`config.mk`:
```
export PLATFORM = sky130hd
export DESIGN_NAME = instr_feed_buffer
export DESIGN_NICKNAME = d
export VERILOG_FILES = /design/src/rtl/instr_feed_buffer.sv
export SDC_FILE = /design/constraint.sdc
export NUM_CORES = 1
export LEC_CHECK = 0
export BUFFER_PORTS_ARGS = -buffer_cell sky130_fd_sc_hd__buf_2
export CORE_AREA = 2 2 80 82
export DETAILED_ROUTE_END_ITERATION = 6
export DIE_AREA = 0 0 82 84
export GPL_TIMING_DRIVEN = 0
export PLACE_DENSITY = 0.79
export RECOVER_POWER = 25
export SYNTH_ARGS = -nofsm -noshare
export SYNTH_HDL_FRONTEND = slang
export SYNTH_SLANG_ARGS = --single-unit
```
`constraint.sdc`:
```
create_clock -name clock_i -period 4.86 [get_ports clock_i]
set_clock_uncertainty 0.15 [all_clocks]
set_input_delay 0.243 -clock clock_i [delete_from_list [all_inputs] [get_ports clock_i]]
set_output_delay 0.243 -clock clock_i [all_outputs]
set_load 0.05 [all_outputs]
```
`src/rtl/instr_feed_buffer.sv`:
```
// Instruction queue in front of Decode: valid/ready intake, circular FIFO, registered head presented to Decode.
// Optional build macro INSTR_FEED_BYPASS_EN forwards an instruction straight to the head register when the queue is empty.
module instr_feed_buffer #(
  parameter int unsigned INSTR_W = 16,
  parameter int unsigned DEPTH   = 4
) (
  input  logic               clock_i,
  input  logic               reset_ni,
  input  logic               flush_i,
  input  logic               in_valid_i,
  input  logic [INSTR_W-1:0] in_instr_i,
  output logic               in_ready_o,
  input  logic               stalled_i,
  output logic               out_valid_o,
  output logic [INSTR_W-1:0] out_instr_o,
  output logic [$clog2(DEPTH):0] count_o
);

  localparam int unsigned PTR_W = $clog2(DEPTH);
  localparam int unsigned CNT_W = PTR_W + 1;

  logic [INSTR_W-1:0] mem_q [DEPTH];
  logic [PTR_W-1:0]   rd_ptr_q, rd_ptr_d;
  logic [PTR_W-1:0]   wr_ptr_q, wr_ptr_d;
  logic [CNT_W-1:0]   cnt_q, cnt_d;
  logic               out_valid_q, out_valid_d;
  logic [INSTR_W-1:0] out_instr_q, out_instr_d;
  logic               byp_q, byp_d;

  logic               push;
  logic               pop;
  logic               pop_mem;
  logic               load;
  logic               bypass;
  logic               wr_en;
  logic [CNT_W-1:0]   avail;
  logic [PTR_W-1:0]   head_ptr;

  // Ready depends only on occupancy, reset and flush; never on stalled.
  assign in_ready_o = reset_ni && (flush_i || (cnt_q < CNT_W'(DEPTH)));

  // Next-state: byp_q marks a head entry that never occupied a FIFO slot.
  always_comb begin
    push     = in_valid_i && in_ready_o && !flush_i;
    pop      = out_valid_q && !stalled_i;
    pop_mem  = pop && !byp_q;
    load     = !out_valid_q || pop;
    avail    = cnt_q - CNT_W'(pop_mem);
    head_ptr = rd_ptr_q + PTR_W'(pop_mem);
    bypass   = 1'b0;
`ifdef INSTR_FEED_BYPASS_EN
    bypass   = push && (cnt_q == '0) && !stalled_i;
`endif
    wr_en    = push && !bypass;

    rd_ptr_d    = head_ptr;
    wr_ptr_d    = wr_ptr_q + PTR_W'(wr_en);
    cnt_d       = avail + CNT_W'(wr_en);
    out_valid_d = out_valid_q;
    out_instr_d = out_instr_q;
    byp_d       = byp_q;

    if (load) begin
      if (bypass) begin
        out_valid_d = 1'b1;
        out_instr_d = in_instr_i;
        byp_d       = 1'b1;
      end else if (avail != '0) begin
        out_valid_d = 1'b1;
        out_instr_d = mem_q[head_ptr];
        byp_d       = 1'b0;
      end else begin
        out_valid_d = 1'b0;
        out_instr_d = '0;
        byp_d       = 1'b0;
      end
    end

    if (flush_i) begin
      rd_ptr_d    = '0;
      wr_ptr_d    = '0;
      cnt_d       = '0;
      out_valid_d = 1'b0;
      out_instr_d = '0;
      byp_d       = 1'b0;
      wr_en       = 1'b0;
    end
  end

  always_ff @(posedge clock_i) begin
    if (!reset_ni) begin
      rd_ptr_q    <= '0;
      wr_ptr_q    <= '0;
      cnt_q       <= '0;
      out_valid_q <= 1'b0;
      out_instr_q <= '0;
      byp_q       <= 1'b0;
    end else begin
      rd_ptr_q    <= rd_ptr_d;
      wr_ptr_q    <= wr_ptr_d;
      cnt_q       <= cnt_d;
      out_valid_q <= out_valid_d;
      out_instr_q <= out_instr_d;
      byp_q       <= byp_d;
    end
  end

  // Storage array carries no reset; validity is tracked by count.
  always_ff @(posedge clock_i) begin
    if (wr_en) begin
      mem_q[wr_ptr_q] <= in_instr_i;
    end
  end

  assign out_valid_o = out_valid_q;
  assign out_instr_o = out_instr_q;
  assign count_o     = cnt_q;

endmodule

```
Word-level counts from Yosys, hierarchy flattened
Memories as Yosys holds them, arrays and structs flattened.
Index checks and enable logic that the tools add are counted.
- memories: 1
- RAM bits: 64
- bits in registers: 24
- reduce and logical (&&, ||, !) cells: 11
- bitwise operators: 1
- multiplexer cells: 5
- $lt $le $gt $ge: 1
- $add $sub $neg: 4
- memory list (memory ; depth ; width ; rd ports ; clocked after Yosys merged registers in ; write ports ; RTL line ; RTL):
    mem_q ; 4 ; 16 ; 1 ; 0 ; 1 ; 22 ; logic [INSTR_W-1:0] mem_q [DEPTH];
- operators by type and width (cell ; count):
    $mux W16 ; 1
    $add A2 B1 Y2 ; 2
    $logic_and A1 B1 Y1 ; 4
    $mux W1 ; 4
    $add A3 B1 Y3 ; 1
    $logic_not A1 Y1 ; 3
    $lt A3 B3 Y1 const B ; 1
    $reduce_bool A3 Y1 ; 1
    $sub A3 B1 Y3 ; 1
    $logic_or A1 B1 Y1 ; 2
    $reduce_or A2 Y1 ; 1
    $not A1 Y1 ; 1

Logic depth before layout (Yosys ltp)
- depth in word-level cells: 8
- gate-level depth with buffers: 7
- depth with buffers taken out: 7

Worst setup path after synthesis
No wires, ideal clock.
- kind: reg-to-reg
- from: register cnt_q[2] (netlist: count_o[2])
- to: memory mem_q[0][0], enable pin
- setup slack: 2.122 ns
- library setup time: 0.413 ns
- arrival: 2.175 ns
- required time: 4.297 ns
- stages on the path, launching flop included: 3
- buffers on the path: 0
- path through: dfxtp_1 > and4bb_2 > nor3b_1
- longest elaborated chain between the ends: 8
- RTL lines (item ; RTL line ; RTL):
    start: declaration ; 25 ; logic [CNT_W-1:0] cnt_q, cnt_d;
    start signal: assignment ; 101 ; cnt_q <= cnt_d;
    $lt A3 B3 Y1 ; 40 ; assign in_ready_o = reset_ni && (flush_i || (cnt_q < CNT_W'(DEPTH)));
    $logic_or A1 B1 Y1 ; 40 ;
    $logic_and A1 B1 Y1 ; 40 ;
    $logic_and A1 B1 Y1 (2 in a row) ; 44 ; push = in_valid_i && in_ready_o && !flush_i;
    $mux W1 ; 79 ; if (flush_i) begin
    $mux W1 ; 110 ; if (wr_en) begin
    $mux W1 (not written as such) ; 111 ; mem_q[wr_ptr_q] <= in_instr_i;
    end: declaration ; 22 ;
No other way between the ends.

Final worst setup path
- from: register out_valid_q (netlist: out_valid_o)
- to: register out_instr_q[14] (netlist: out_instr_o[14])
- longest elaborated chain between the ends: 4
- RTL lines (item ; RTL line ; RTL):
    start: declaration ; 26 ; logic out_valid_q, out_valid_d;
    start signal: assignment ; 102 ; out_valid_q <= out_valid_d;
    $logic_and A1 B1 Y1 ; 45 ; pop = out_valid_q && !stalled_i;
    $add A2 B1 Y2 / $sub A3 B1 Y3 (equally long branches) ; 49, 48 ;
    $mem_v2 Z4 W16 / $reduce_bool A3 Y1 (equally long branches) ; n/a ;
    $mux W16 ; 68 ; end else if (avail != '0) begin
    end signal: assignment ; 103 ; out_instr_q <= out_instr_d;
    end: declaration ; 27 ; logic [INSTR_W-1:0] out_instr_q, out_instr_d;
Several ways; a longest one is shown, not always the timed one.
A chain may end at the register's enable or synchronous reset.

==> results.ini <==
[status]
status=finished clean

[placement]
portBuffers=41
hpwlAfterDp_mm=3.39
gp_congestion=0.734

[global_route]
antenna_found_initial=0
track_usage_pct=16.9
overflow=0
grt_max_degree=17
grt_pass1_wl_mm=8.27
grt_pass1_vias=1633

[power]
power_density_nw_per_um2=366
p_total_mw=1.44
peakVddDrop_v=0.000170
p_leak_nw=1.44

[clock_network]
cts_resized=0
cts_hold_buf=16
clkLatencyLatePin_ps=350
cts_num_sinks=88
h-tree-depth=3
cts_tree=done
clk_path_buf_depth=2
clockRootBuffer=clkbuf_8
cts_buffers=9
cts.clk_slew.worst_paths_ps=80
cts_setup_buffers=0

[timing]
finalSetupViolCount=0
finalSetupTns_ps=0
finalMaxSlewViolations=0
finalCritPeriodShare_pct=48.6
fmax_mhz=423
rsz0062_at_grt=false
worst_pin_slew_ps=920
min_period_ps=2360
maxSlewHeadroom_pct=38.6
finalHoldViolCount=0

[layout]
n_antenna_cell=0
fin_util_pct=64.5
syn_to_final_growth_pct=21.7
nets=259
drive_above_1_share_pct=30.4

[synthesis]
synth.yosys.seq_area_share_pct=74.3
synth_area_leaders=edfxtp_1 (59%), dfxtp_1 (15%), mux4_2 (11%), a22o_1 (4.3%), ha_1 (2.3%)
synth_top_area_cell=edfxtp_1
synth_cell_types=23
synth_warnings=0
ys_ff_latch=88
synth_area_sq_um=3230
synth_cells=163
syn_avg_cell_area_sq_um=19.8
yosys.area.top_type_share_pct=59.5
async_flop_share_pct=0
yosys-top-cells-count=edfxtp_1 (64), dfxtp_1 (24), a22o_1 (16), mux4_2 (16)
yosysMostFrequentCell=edfxtp_1
synth_ff_type=edfxtp_1
synth-edff-count=64
syn-num-nets=190

[critical_path]
worstPathArrival_ps=2440
cp_slowest_cell=xnor2_2
cp_top_family=XOR/XNOR gates
rr_worst_depth=6
cp_data_required_time_ps=4940
critPathLaunchType=register
end_kind=register
crit_chain=nor2b_1, ha_1, xnor2_2, buf_2, mux4_2, a22o_1
critical_path_class=register to register
cp.depth=6
cp_num_buf_inv=1
cpPeakStageDelay_ps=460
critical_path.max_fanout=10

[die]
rows=29
die-height_microns=84
die_w_microns=82
die_area_sq_um=6890
fp.coreArea_sq_um=6100
start_util_pct=53.0
ios=42

[route]
dr_total_vias=1693
drc=0
postRouteAntennaNets=0
avgRoutedWirePerCell_microns=17.1
drtIter0Drc=178
routed_wl_mm=5.36
firstDrtPassIters=4
vias_per_cell=5.39

[hold_path]
hp-class=primary input to register
worstHoldPathCells=3

[run]
drv_cap=0

-- layer usage --
metal | global-route usage [%] | share of wire (%)
met1 | 23.0 | 43
met5 | 0 | 0
met4 | 6.82 | 1.8
met2 | 26.0 | 50
met3 | 4.22 | 5.3
-- cell type report --
class | count | area [sq um]
Sequential cell | 88 | 2400
Fill cell | 412 | 2160
Multi-Input combinational cell | 65 | 781
Timing Repair Buffer | 58 | 364
Clock buffer | 11 | 151
Tap cell | 77 | 96.3
Clock inverter | 5 | 78.8
Buffer | 5 | 40.0
Inverter | 5 | 18.8
-- cells in the final DEF (no fill, tap or decap), types with 2 or more instances in the layout --
master,n
nor2b_1,2
dfxtp_1,24
and2_1,5
nand2_1,3
clkinv_2,2
xnor2_1,2
buf_6,2
mux4_2,16
clkbuf_8,11
clkbuf_1,13
buf_2,30
bufinv_16,2
a22o_1,16
nor2_2,2
edfxtp_1,64
ha_1,6
nor2_1,4
dlygate4sd3_1,16
inv_1,5
-- power breakdown --
part	internal [mW]	switching (mW)	total, mW
Clock	0.317	0.245	0.562
Sequential	0.811	0.00277	0.814
Combinational	0.0287	0.0351	0.0638
-- final timing paths --
| kind | endpoint | slack [ps] | from |
|---|---|---|---|
| worst max-delay path | out_instr_o[14] | 2500 | out_valid_o |
| worst min-delay path | rd_ptr_q[0] | 100 | flush_i |
| worst max register to register | out_instr_o[14] | 2500 | out_valid_o |
| worst min register to register | out_instr_o[7] | 320 | out_instr_o[7] |
-- state kept, by name (all words and copies together), names as in the netlist --
name and flops:
count_o 3, mem_q 64, out_instr_o 16, out_valid_o 1, rd_ptr_q 2, wr_ptr_q 2
-- cells by family after synthesis --
| family | after synthesis | synth area share, % |
|---|---|---|
| buffers and inverters | 10 | 1.82 |
| AND/OR/NAND/NOR | 20 | 3.41 |
| multiplexers | 16 | 11.1 |
| XOR/XNOR | 4 | 1.32 |
| AO/OA/AOI/OAI | 19 | 5.65 |
| adder cells (fa/ha/maj) | 6 | 2.32 |
| flip-flops | 88 | 74.3 |
-- worst register-to-register path: cells and delay by family, from the launching register on --
family | cells | cell delay, ps
and+or+nand+nor | 1 | 170
adders and majority gates | 1 | 220
xor gates and xnor gates | 1 | 460
buffers and inverters | 1 | 360
muxes | 1 | 340
AOI/OAI and AO/OA | 1 | 200
DFF | 1 | 340
-- per-stage QoR --
step | hold WS, ps | instance area [sq um] | setup WS (ps) | std cells
finish | 98.6 | 3930 | 2500 | 314
global route | 139 | 3930 | 2410 | 314
CTS | 96.3 | 3950 | 2460 | 314
detailed placement | 308 | 3560 | 2480 | 282
floorplan | 192 | 3230 | 2120 | 163
global placement | 305 | 3530 | 1450 | 281
Note: power is estimated with default switching activity, not from simulation.
